===== src/rtl/mandelbrot_host_link_if.sv =====
// rtl/mandelbrot_host_link_if.sv - command/result handshake bundle for the mandelbrot host link
//
// Purpose: groups the host-facing command and result valid/ready channels.
// Signals:
//   cmd_valid / cmd_ready / cmd_cfg / cmd_npix : command channel (master -> link)
//   res_valid / res_ready / res_ctr            : result channel (link -> master)
// Modports:
//   master : the host that issues commands and consumes results
//   slave  : the link itself
interface mandelbrot_host_link_if #(
  parameter int CFG_BITS = 24,
  parameter int CTRWIDTH = 7
) ();
  logic                cmd_valid;
  logic                cmd_ready;
  logic [CFG_BITS-1:0] cmd_cfg;
  logic [15:0]         cmd_npix;
  logic                res_valid;
  logic                res_ready;
  logic [CTRWIDTH-1:0] res_ctr;

  modport master (
    output cmd_valid, cmd_cfg, cmd_npix, res_ready,
    input  cmd_ready, res_valid, res_ctr
  );

  modport slave (
    input  cmd_valid, cmd_cfg, cmd_npix, res_ready,
    output cmd_ready, res_valid, res_ctr
  );
endinterface


===== src/rtl/mandelbrot_host_link.sv =====
// rtl/mandelbrot_host_link.sv - host-side driver for the tiny-mandelbrot pin protocol
//
// Purpose: shifts a configuration word into the chip, pulses its reset, raises run,
// then for each finished pulse reads the iteration counter back as two nibbles and
// streams it out on the result channel.
// Ports:
//   clk, rst_n   : clock and asynchronous active-low reset
//   host         : command/result handshake bundle (slave side)
//   busy         : high in any state other than IDLE
//   ovf_err      : sticky, finished edge seen outside WAIT_FIN; cleared on command accept
//   tt_data      : chip ui_in[7], config bit while shifting, run otherwise
//   tt_shift     : chip ui_in[6], shift enable
//   tt_sel       : chip ui_in[1:0], counter nibble select
//   tt_rst_n     : chip reset
//   tt_ctr       : chip counter nibble (synchronised here)
//   tt_finished  : chip finished flag (synchronised here)
module mandelbrot_host_link #(
  parameter int CFG_BITS = 24,
  parameter int CTRWIDTH = 7,
  parameter int RST_CYC  = 4,
  parameter int SETTLE   = 3
) (
  input  logic                  clk,
  input  logic                  rst_n,
  mandelbrot_host_link_if.slave host,
  output logic                  busy,
  output logic                  ovf_err,
  output logic                  tt_data,
  output logic                  tt_shift,
  output logic [1:0]            tt_sel,
  output logic                  tt_rst_n,
  input  logic [3:0]            tt_ctr,
  input  logic                  tt_finished
);
  localparam int CNT_W = $clog2(CFG_BITS + 1);

  typedef enum logic [2:0] {
    S_IDLE, S_SHIFT, S_CRST, S_RUN, S_WAIT_FIN, S_SEL_LO, S_SEL_HI, S_PUSH
  } state_t;

  state_t              state_q, state_d;
  logic [CNT_W-1:0]    cnt_q, cnt_d;
  logic [CFG_BITS-1:0] cfg_q, cfg_d;
  logic [15:0]         npix_q, npix_d;
  logic [3:0]          lo_q, lo_d;
  logic                res_valid_q, res_valid_d;
  logic [CTRWIDTH-1:0] res_ctr_q, res_ctr_d;
  logic                ovf_q, ovf_d;
  logic                cmd_ready_q, cmd_ready_d;
  logic                tt_data_q, tt_data_d;
  logic                tt_shift_q, tt_shift_d;
  logic [1:0]          tt_sel_q, tt_sel_d;
  logic                tt_rst_n_q, tt_rst_n_d;

  logic [3:0]          ctr_s1_q, ctr_s2_q;
  logic                fin_s1_q, fin_s2_q, fin_prev_q, fin_edge_q;

  always_comb begin
    state_d     = state_q;
    cnt_d       = cnt_q;
    cfg_d       = cfg_q;
    npix_d      = npix_q;
    lo_d        = lo_q;
    res_valid_d = res_valid_q;
    res_ctr_d   = res_ctr_q;
    ovf_d       = ovf_q;

    // Any finished edge the FSM is not waiting for is a lost pixel.
    if (fin_edge_q && (state_q != S_WAIT_FIN)) ovf_d = 1'b1;

    case (state_q)
      S_IDLE: begin
        if (host.cmd_valid && cmd_ready_q) begin
          state_d = S_SHIFT;
          cnt_d   = '0;
          cfg_d   = host.cmd_cfg;
          npix_d  = (host.cmd_npix == 16'd0) ? 16'd1 : host.cmd_npix;
          ovf_d   = 1'b0;
        end
      end
      S_SHIFT: begin
        // cfg_q holds the remaining bits left-aligned; its MSB is the bit on the pin.
        cfg_d = {cfg_q[CFG_BITS-2:0], 1'b0};
        if (cnt_q == CNT_W'(CFG_BITS - 1)) begin
          state_d = S_CRST;
          cnt_d   = '0;
        end else begin
          cnt_d = cnt_q + 1'b1;
        end
      end
      S_CRST: begin
        if (cnt_q == CNT_W'(RST_CYC - 1)) begin
          state_d = S_RUN;
          cnt_d   = '0;
        end else begin
          cnt_d = cnt_q + 1'b1;
        end
      end
      S_RUN: state_d = S_WAIT_FIN;
      S_WAIT_FIN: begin
        if (fin_edge_q) begin
          state_d = S_SEL_LO;
          cnt_d   = '0;
        end
      end
      S_SEL_LO: begin
        if (cnt_q == CNT_W'(SETTLE - 1)) begin
          lo_d    = ctr_s2_q;
          state_d = S_SEL_HI;
          cnt_d   = '0;
        end else begin
          cnt_d = cnt_q + 1'b1;
        end
      end
      S_SEL_HI: begin
        if (cnt_q == CNT_W'(SETTLE - 1)) begin
          res_ctr_d   = {ctr_s2_q[CTRWIDTH-5:0], lo_q};
          res_valid_d = 1'b1;
          state_d     = S_PUSH;
          cnt_d       = '0;
        end else begin
          cnt_d = cnt_q + 1'b1;
        end
      end
      S_PUSH: begin
        if (host.res_ready) begin
          res_valid_d = 1'b0;
          npix_d      = npix_q - 16'd1;
          state_d     = (npix_q == 16'd1) ? S_IDLE : S_WAIT_FIN;
        end
      end
      default: state_d = S_IDLE;
    endcase

    // Pin outputs are registered from the next state so they line up with state_q.
    cmd_ready_d = (state_d == S_IDLE);
    tt_shift_d  = (state_d == S_SHIFT);
    tt_rst_n_d  = (state_d != S_CRST);
    tt_sel_d    = (state_d == S_SEL_HI) ? 2'd1 : 2'd0;
    if (state_d == S_SHIFT) begin
      tt_data_d = cfg_d[CFG_BITS-1];
    end else begin
      tt_data_d = (state_d == S_RUN) || (state_d == S_WAIT_FIN) || (state_d == S_SEL_LO) ||
                  (state_d == S_SEL_HI) || (state_d == S_PUSH);
    end
  end

  always_ff @(posedge clk or negedge rst_n) begin
    if (!rst_n) begin
      state_q     <= S_IDLE;
      cnt_q       <= '0;
      cfg_q       <= '0;
      npix_q      <= '0;
      lo_q        <= '0;
      res_valid_q <= 1'b0;
      res_ctr_q   <= '0;
      ovf_q       <= 1'b0;
      cmd_ready_q <= 1'b0;
      tt_data_q   <= 1'b0;
      tt_shift_q  <= 1'b0;
      tt_sel_q    <= 2'd0;
      tt_rst_n_q  <= 1'b0;
      ctr_s1_q    <= '0;
      ctr_s2_q    <= '0;
      fin_s1_q    <= 1'b0;
      fin_s2_q    <= 1'b0;
      fin_prev_q  <= 1'b0;
      fin_edge_q  <= 1'b0;
    end else begin
      state_q     <= state_d;
      cnt_q       <= cnt_d;
      cfg_q       <= cfg_d;
      npix_q      <= npix_d;
      lo_q        <= lo_d;
      res_valid_q <= res_valid_d;
      res_ctr_q   <= res_ctr_d;
      ovf_q       <= ovf_d;
      cmd_ready_q <= cmd_ready_d;
      tt_data_q   <= tt_data_d;
      tt_shift_q  <= tt_shift_d;
      tt_sel_q    <= tt_sel_d;
      tt_rst_n_q  <= tt_rst_n_d;
      ctr_s1_q    <= tt_ctr;
      ctr_s2_q    <= ctr_s1_q;
      fin_s1_q    <= tt_finished;
      fin_s2_q    <= fin_s1_q;
      fin_prev_q  <= fin_s2_q;
      // A level already high is not an edge; only a low-to-high transition counts.
      fin_edge_q  <= fin_s2_q & ~fin_prev_q;
    end
  end

  assign host.cmd_ready = cmd_ready_q;
  assign host.res_valid = res_valid_q;
  assign host.res_ctr   = res_ctr_q;
  assign busy           = (state_q != S_IDLE);
  assign ovf_err        = ovf_q;
  assign tt_data        = tt_data_q;
  assign tt_shift       = tt_shift_q;
  assign tt_sel         = tt_sel_q;
  assign tt_rst_n       = tt_rst_n_q;
endmodule


===== src/flat_wrapper.sv =====
// flat-port wrapper written by rule: the top's interface ports become plain ports
module mandelbrot_host_link_flat 
#(
  parameter int CFG_BITS = 24,
  parameter int CTRWIDTH = 7,
  parameter int RST_CYC  = 4,
  parameter int SETTLE   = 3
)
  (clk, rst_n, busy, ovf_err, tt_data, tt_shift, tt_sel, tt_rst_n, tt_ctr, tt_finished, host_cmd_valid, host_cmd_cfg, host_cmd_npix, host_res_ready, host_cmd_ready, host_res_valid, host_res_ctr);
  mandelbrot_host_link_if #(.CFG_BITS(CFG_BITS), .CTRWIDTH(CTRWIDTH)) host_i ();
  input  logic clk;
  input  logic rst_n;
  output logic busy;
  output logic ovf_err;
  output logic tt_data;
  output logic tt_shift;
  output logic [1:0] tt_sel;
  output logic tt_rst_n;
  input  logic [3:0] tt_ctr;
  input  logic tt_finished;
  input wire logic [$bits(host_i.cmd_valid)-1:0] host_cmd_valid;
  input wire logic [$bits(host_i.cmd_cfg)-1:0] host_cmd_cfg;
  input wire logic [$bits(host_i.cmd_npix)-1:0] host_cmd_npix;
  input wire logic [$bits(host_i.res_ready)-1:0] host_res_ready;
  output wire logic [$bits(host_i.cmd_ready)-1:0] host_cmd_ready;
  output wire logic [$bits(host_i.res_valid)-1:0] host_res_valid;
  output wire logic [$bits(host_i.res_ctr)-1:0] host_res_ctr;
  assign host_i.cmd_valid = host_cmd_valid;
  assign host_i.cmd_cfg = host_cmd_cfg;
  assign host_i.cmd_npix = host_cmd_npix;
  assign host_i.res_ready = host_res_ready;
  assign host_cmd_ready = host_i.cmd_ready;
  assign host_res_valid = host_i.res_valid;
  assign host_res_ctr = host_i.res_ctr;
  mandelbrot_host_link #(.CFG_BITS(CFG_BITS), .CTRWIDTH(CTRWIDTH), .RST_CYC(RST_CYC), .SETTLE(SETTLE)) u_core (.clk(clk), .rst_n(rst_n), .host(host_i), .busy(busy), .ovf_err(ovf_err), .tt_data(tt_data), .tt_shift(tt_shift), .tt_sel(tt_sel), .tt_rst_n(tt_rst_n), .tt_ctr(tt_ctr), .tt_finished(tt_finished));
endmodule

===== config.mk =====
export PLATFORM = sky130hd
export DESIGN_NAME = mandelbrot_host_link_flat
export DESIGN_NICKNAME = d
export VERILOG_FILES = /design/src/rtl/mandelbrot_host_link_if.sv /design/src/rtl/mandelbrot_host_link.sv /design/src/flat_wrapper.sv
export SDC_FILE = /design/constraint.sdc
export NUM_CORES = 1
export LEC_CHECK = 0
export BUFFER_PORTS_ARGS = -buffer_cell sky130_fd_sc_hd__buf_4
export CAP_MARGIN = 5
export CORE_ASPECT_RATIO = 0.75
export CORE_MARGIN = 2
export CORE_UTILIZATION = 55
export CTS_BUF_LIST = sky130_fd_sc_hd__clkbuf_4 sky130_fd_sc_hd__clkbuf_8
export CTS_CLUSTER_SIZE = 8
export DETAILED_ROUTE_END_ITERATION = 8
export PLACE_DENSITY = 0.79
export SLEW_MARGIN = 20
export SYNTH_ARGS = -nofsm -noshare
export SYNTH_HDL_FRONTEND = slang
export SYNTH_SLANG_ARGS = --single-unit

===== constraint.sdc =====
create_clock -name clk -period 4.7 [get_ports clk]
set_input_delay 0.94 -clock clk [delete_from_list [all_inputs] [get_ports clk]]
set_output_delay 0.94 -clock clk [all_outputs]
set_load 0.01 [all_outputs]

**Word level (Yosys, flattened, before mapping)**

Cells that the tools add are included.

- Bits of input ports: 49
- Bits in registers: 79
- Output and inout bits: 16
- Word-level logic and storage cells: 97

- Reductions and logical operators: 21
- Mux-type cells: 29
- Bitwise operators: 2
- Add/subtract/negate cells: 2
- Equality and inequality tests: 23

Operators with widths:

| kind | number |
|---|---|
| 2-to-1 mux 16 bit | 3 |
| case mux 24 bit (2 select lines) | 1 |
| case mux 16 bit (2 select lines) | 1 |
| 2-to-1 mux 5 bit | 5 |
| case mux 5 bit (5 select lines) | 1 |
| equality test 3 bit (second input constant) | 8 |
| 2-to-1 mux 24 bit | 1 |
| 2-to-1 mux 3 bit | 8 |
| case mux 3 bit (8 select lines) | 1 |
| equality test 16 x 1 -> 1 bit (second input constant) | 1 |
| logical NOT 16 bit | 1 |
| subtractor 16 x 1 -> 16 bit (second input constant) | 1 |
| equality test 5 x 2 -> 1 bit (second input constant) | 2 |
| equality test 3 x 2 -> 1 bit (second input constant) | 3 |
| AND reduction 3 bit | 3 |
| 2-to-1 mux 1 bit | 7 |
| equality test 3 x 1 -> 1 bit (second input constant) | 2 |
| logical NOT 3 bit | 2 |
| != test 2 x 1 -> 1 bit (second input constant) | 3 |
| AND reduction 2 bit | 3 |
| nonzero test 2 bit | 3 |
| adder 5 x 1 -> 5 bit (second input constant) | 1 |
| equality test 5 bit (second input constant) | 1 |
| nonzero test 5 bit | 1 |
| 10 further kinds | 14 |

**Depth between registers and ports, before layout**

- Depth in word-level cells: 10
- Mapped depth: 7
- Depth with buffers taken out: 7

**Least setup slack after synthesis**

Ideal clock, no wire load.

- Path type: input -> register
- Start point: input port host_cmd_valid
- End point: register u_core.cfg_q[11]
- Cell stages on the path: 6
- Path slack: 2691 ps
- Data required time: 4573 ps
- Setup time: 127 ps
- Arrival: 1882 ps
- Path buffers: 2
- Cells stage by stage: a21oi_1 or3_1 clkbuf_1 buf_2 a222oi_1 inv_1

- Word-level cells in the longest chain between the ends: 3

RTL lines:

| item | RTL line | source |
|---|---|---|
| start: declaration | flat_wrapper.sv:21 | `input wire logic [$bits(host_i.cmd_valid)-1:0] host_cmd_valid;` |
| logical AND 1 bit | mandelbrot_host_link.sv:73 | `if (host.cmd_valid && cmd_ready_q) begin` |
| != test 2 x 1 -> 1 bit (no line) | - |  |
| AND reduction 2 bit (no line) | - |  |
| end signal: assignment | mandelbrot_host_link.sv:172 | `cfg_q <= cfg_d;` |
| end: declaration | mandelbrot_host_link.sv:43 | `logic [CFG_BITS-1:0] cfg_q, cfg_d;` |

Every way passes these cells.
A chain may end at the register's enable or synchronous reset.

**Worst setup path in the final report**

- Start point: register u_core.state_q[0]
- End point: output port busy

- Word-level cells in the longest chain between the ends: 1

RTL lines:

| item | RTL line | source |
|---|---|---|
| start: declaration | mandelbrot_host_link.sv:41 | `state_t state_q, state_d;` |
| start signal: assignment | mandelbrot_host_link.sv:170 | `state_q <= state_d;` |
| nonzero test 3 bit | mandelbrot_host_link.sv:196 | `assign busy = (state_q != S_IDLE);` |
| end: declaration | flat_wrapper.sv:13 | `output logic busy;` |

Every way passes these cells.

==> key figures <==
Synthesis
  • Most common library cells after synthesis: dfrtp_1, nand2_1, inv_1
  • Cell taking the most area after synthesis: dfrtp_1
  • Register area share after synthesis: 0.5202
  • Post-Synth Adder-Cell Area: 0.01334
  • EDFF count, synth: 0
  • Post-synthesis mux area share: 0.05102
  • Synth top area cells: dfrtp_1, a222oi_1, nand2_1
  • Cells after Synth: 349
  • Simple-gate portion of the synthesized area: 0.1634
  • Mapped cell area: around 3800 um^2
  • Synth Flop Type: dfrtp_1
  • Mapped Nets: roughly 400
  • Post-synth ARST share: 1.000
  • Synth Area in XOR/XNOR: 0.009336
  • Most common cell in the netlist: dfrtp_1
  • Top-area cell type share of the netlist area: 0.5202
  • Ys Warns: 0
  • Synthesized flop and latch total: 78
  • Synth Area in Compound Gates: 0.1867
  • Main combinational cell family by area after synthesis: compound AO/OA/AOI/OAI gates
  • Syn Area/Cell: roughly 11 um^2
  • Cell variety after synth: 62

Routing
  • First DRT Iteration DRCs: 271
  • Final ANT Viol Nets: 0
  • 1st-pass router iterations: 6
  • Drt wl/cell: 16.79 um
  • DRC Markers: 0
  • Routed WL: about 8.4 mm
  • Vias per cell: 6.034
  • Vias: around 3,000

Clocking
  • Clock Tree Buf Depth: 2
  • Clk slew on worst S/H paths: ~0.07 ns
  • CTS tree: built
  • Post_cts resized: 0
  • Setup bufs post-CTS: 0
  • Num Clock Sinks: 78
  • Clock Latency Late Sink: approximately 0.35 ns
  • Root buffer cell: clkbuf_8
  • TritonCTS buffer count: 9
  • H-tree depth: 3
  • Post-CTS Hold Fix Bufs: 0

Placed design
  • Port-buffer cells: 63
  • Area after DPL: 4252 um^2
  • HPWL after DPL: approximately 5.8 mm
  • GP Congestion: roughly 0.94

Setup path
  • Critical path required time: roughly 3.8 ns
  • R2R Setup Slk: about 2.3 ns
  • Critical-path maximum fanout: 13
  • Crit path launch type: register
  • Capturing point of the worst reg2reg path: u_core.tt_data$_DFF_PN0_
  • Reg2Reg Launch Point: u_core.state_q[2]$_DFF_PN0_
  • WS Path Type: reg2out
  • Worst EP arrival: ~1.5 ns
  • Critical Path End Type: primary output
  • R2R cell count: 5

Timing
  • Worst slew margin: 0.4981
  • Fin Setup TNS: 0 ns
  • Worst-Margin Slew: 0.7528 ns
  • RSZ-0062 raised after global routing: false
  • Clock Skew: ~0.0092 ns
  • Final Cycle Share: 0.5213
  • Pins Over Slew Limit: 0
  • Fmax: between 400 and 500 MHz
  • Fin crit period: between 2 and 2.5 ns
  • Hold Vio Cnt, Final: 0
  • Setup violators final: 0
  • Hold_ws: ~0.35 ns

Die
  • Die W: 99.38 um
  • Chip Height: about 76 um
  • Die area: around 7500 um^2
  • Standard-cell row count: 26
  • Number of I/O pins: between 60 and 70
  • Initial Utilization: 0.5599
  • Core area: around 6700 um^2

Hold path
  • Hold depth: 0
  • Hold EP: u_core.ctr_s2_q[0]$_DFF_PN0_
  • Hold Crit Class: reg2reg
  • Hold Crit Start: u_core.ctr_s1_q[0]$_DFF_PN0_

Pwr
  • Int Pwr: roughly 1.4 mW
  • Switching power: around 0.81 mW
  • Power density cells: 492.5 nW/um^2
  • Total chip power: approximately 2.2 mW
  • Pleak: ~2.2 nW
  • Clock share of power: 0.233
  • Flop pwr share: 0.437
  • VDD IR max: 0.0002873 V
  • Net switching fraction of the power: 0.3675
  • Logic pwr share: 0.330

Final layout
  • Final Util: 0.6697
  • Share of layout cells above drive strength 1: 0.2681
  • Register area: approximately 2000 um^2
  • Multi-input gate area: 1594 um^2
  • Design Area, Final: 4488 um^2
  • Layout area overhead: 19.61%
  • Fill cells: around 510
  • ANT cells: 0
  • Nets: between 400 and 500

Global route
  • First-pass GRT wire length: 13.14 mm
  • Initial antenna violation count: 0
  • GRT Total Usage: 0.2234
  • Global route overflow: 0
  • Vias in the first global route: approximately 2,700
  • Largest net degree at the start of global routing: slightly below 80

Status
  • Status: finished, final reports clean

Flow run
  • Max-cap violations: 0
-- kinds of logic (layout without fill, tap and decap cells) --
kind of cell	Yosys count	count (layout)
flops	78	78
compound gates	91	91
buf+inv	47	112
xor+xnor	4	4
other cells	1	1
fa+ha+maj	4	4
simple gates	109	109
mux	15	15
-- cell type report --
class,instances,area share
Sequential cell,78,0.4349
Clock inverter,5,0.01282
Multi-Input combinational cell,224,0.3552
Timing Repair Buffer,66,0.1149
Clock buffer,11,0.03373
Inverter,30,0.02509
Tap cell,84,0.02342
-- through the flow --
stage	setup slack, ns	std cells
4_1_cts	2.257	497
3_5_place_dp	2.301	481
5_1_grt	2.121	498
3_3_place_gp	2.381	481
6_report	2.250	498
2_1_floorplan	2.691	349
-- layout by cell type (no fill, tap or decap), types with 9 or more instances in the layout --
cell and instances:
buf_4 65, nand2_1 30, a21oi_1 15, nand3_1 9
o21ai_0 17, clkbuf_8 11, inv_1 28, dfrtp_1 78
a222oi_1 22, nor2_1 24
-- worst max-delay path: stages (launching register included) --
cell     delay, ns
dfrtp_1       0.55
nor3_2        0.39
inv_1         0.08
buf_4         0.15
-- layer usage --
layer,part of all wire,vias to the layer above,GRT usage
li1,-,1414,-
met1,0.46,1457,0.3241
met2,0.46,127,0.3401
met3,0.073,7,0.05872
met4,0.0066,0,0.05936
met5,0,-,0
-- power groups by stage --
stage,clock network (mW),logic [mW],registers (mW)
3_5_place_dp,0,0.715,0.973
3_3_place_gp,0,0.694,0.965
2_1_floorplan,0,0.555,0.922
6_report,0.516,0.730,0.965
5_1_grt,0.549,0.802,0.984
4_1_cts,0.521,0.720,0.961
-- worst max path at each step --
stage	cells past startpoint	end	start	slack [ns]
floorplan	6	u_core.cfg_q[11]$_DFFE_PN0P_	host_cmd_valid	2.69
global placement	5	u_core.cfg_q[11]$_DFFE_PN0P_	host_cmd_valid	2.38
detailed placement	5	u_core.tt_data$_DFF_PN0_	u_core.state_q[2]$_DFF_PN0_	2.30
CTS	3	busy	u_core.state_q[0]$_DFF_PN0_	2.26
global route	5	u_core.tt_data$_DFF_PN0_	u_core.state_q[2]$_DFF_PN0_	2.12
finish	3	busy	u_core.state_q[0]$_DFF_PN0_	2.25
-- sequential cells by signal (all words and copies together) (netlist names) --
register,cells
u_core.tt_shift,1
u_core.ovf_err,1
u_core.tt_rst_n,1
u_core.tt_sel,1
u_core.fin_s2_q,1
u_core.host.res_valid,1
u_core.fin_s1_q,1
u_core.ctr_s1_q,4
u_core.host.res_ctr,7
u_core.tt_data,1
u_core.npix_q,16
u_core.fin_edge_q,1
u_core.cnt_q,5
u_core.host.cmd_ready,1
u_core.fin_prev_q,1
u_core.cfg_q,24
u_core.ctr_s2_q,4
u_core.lo_q,4
u_core.state_q,3
No activity file was read; power rests on OpenSTA's default activity.
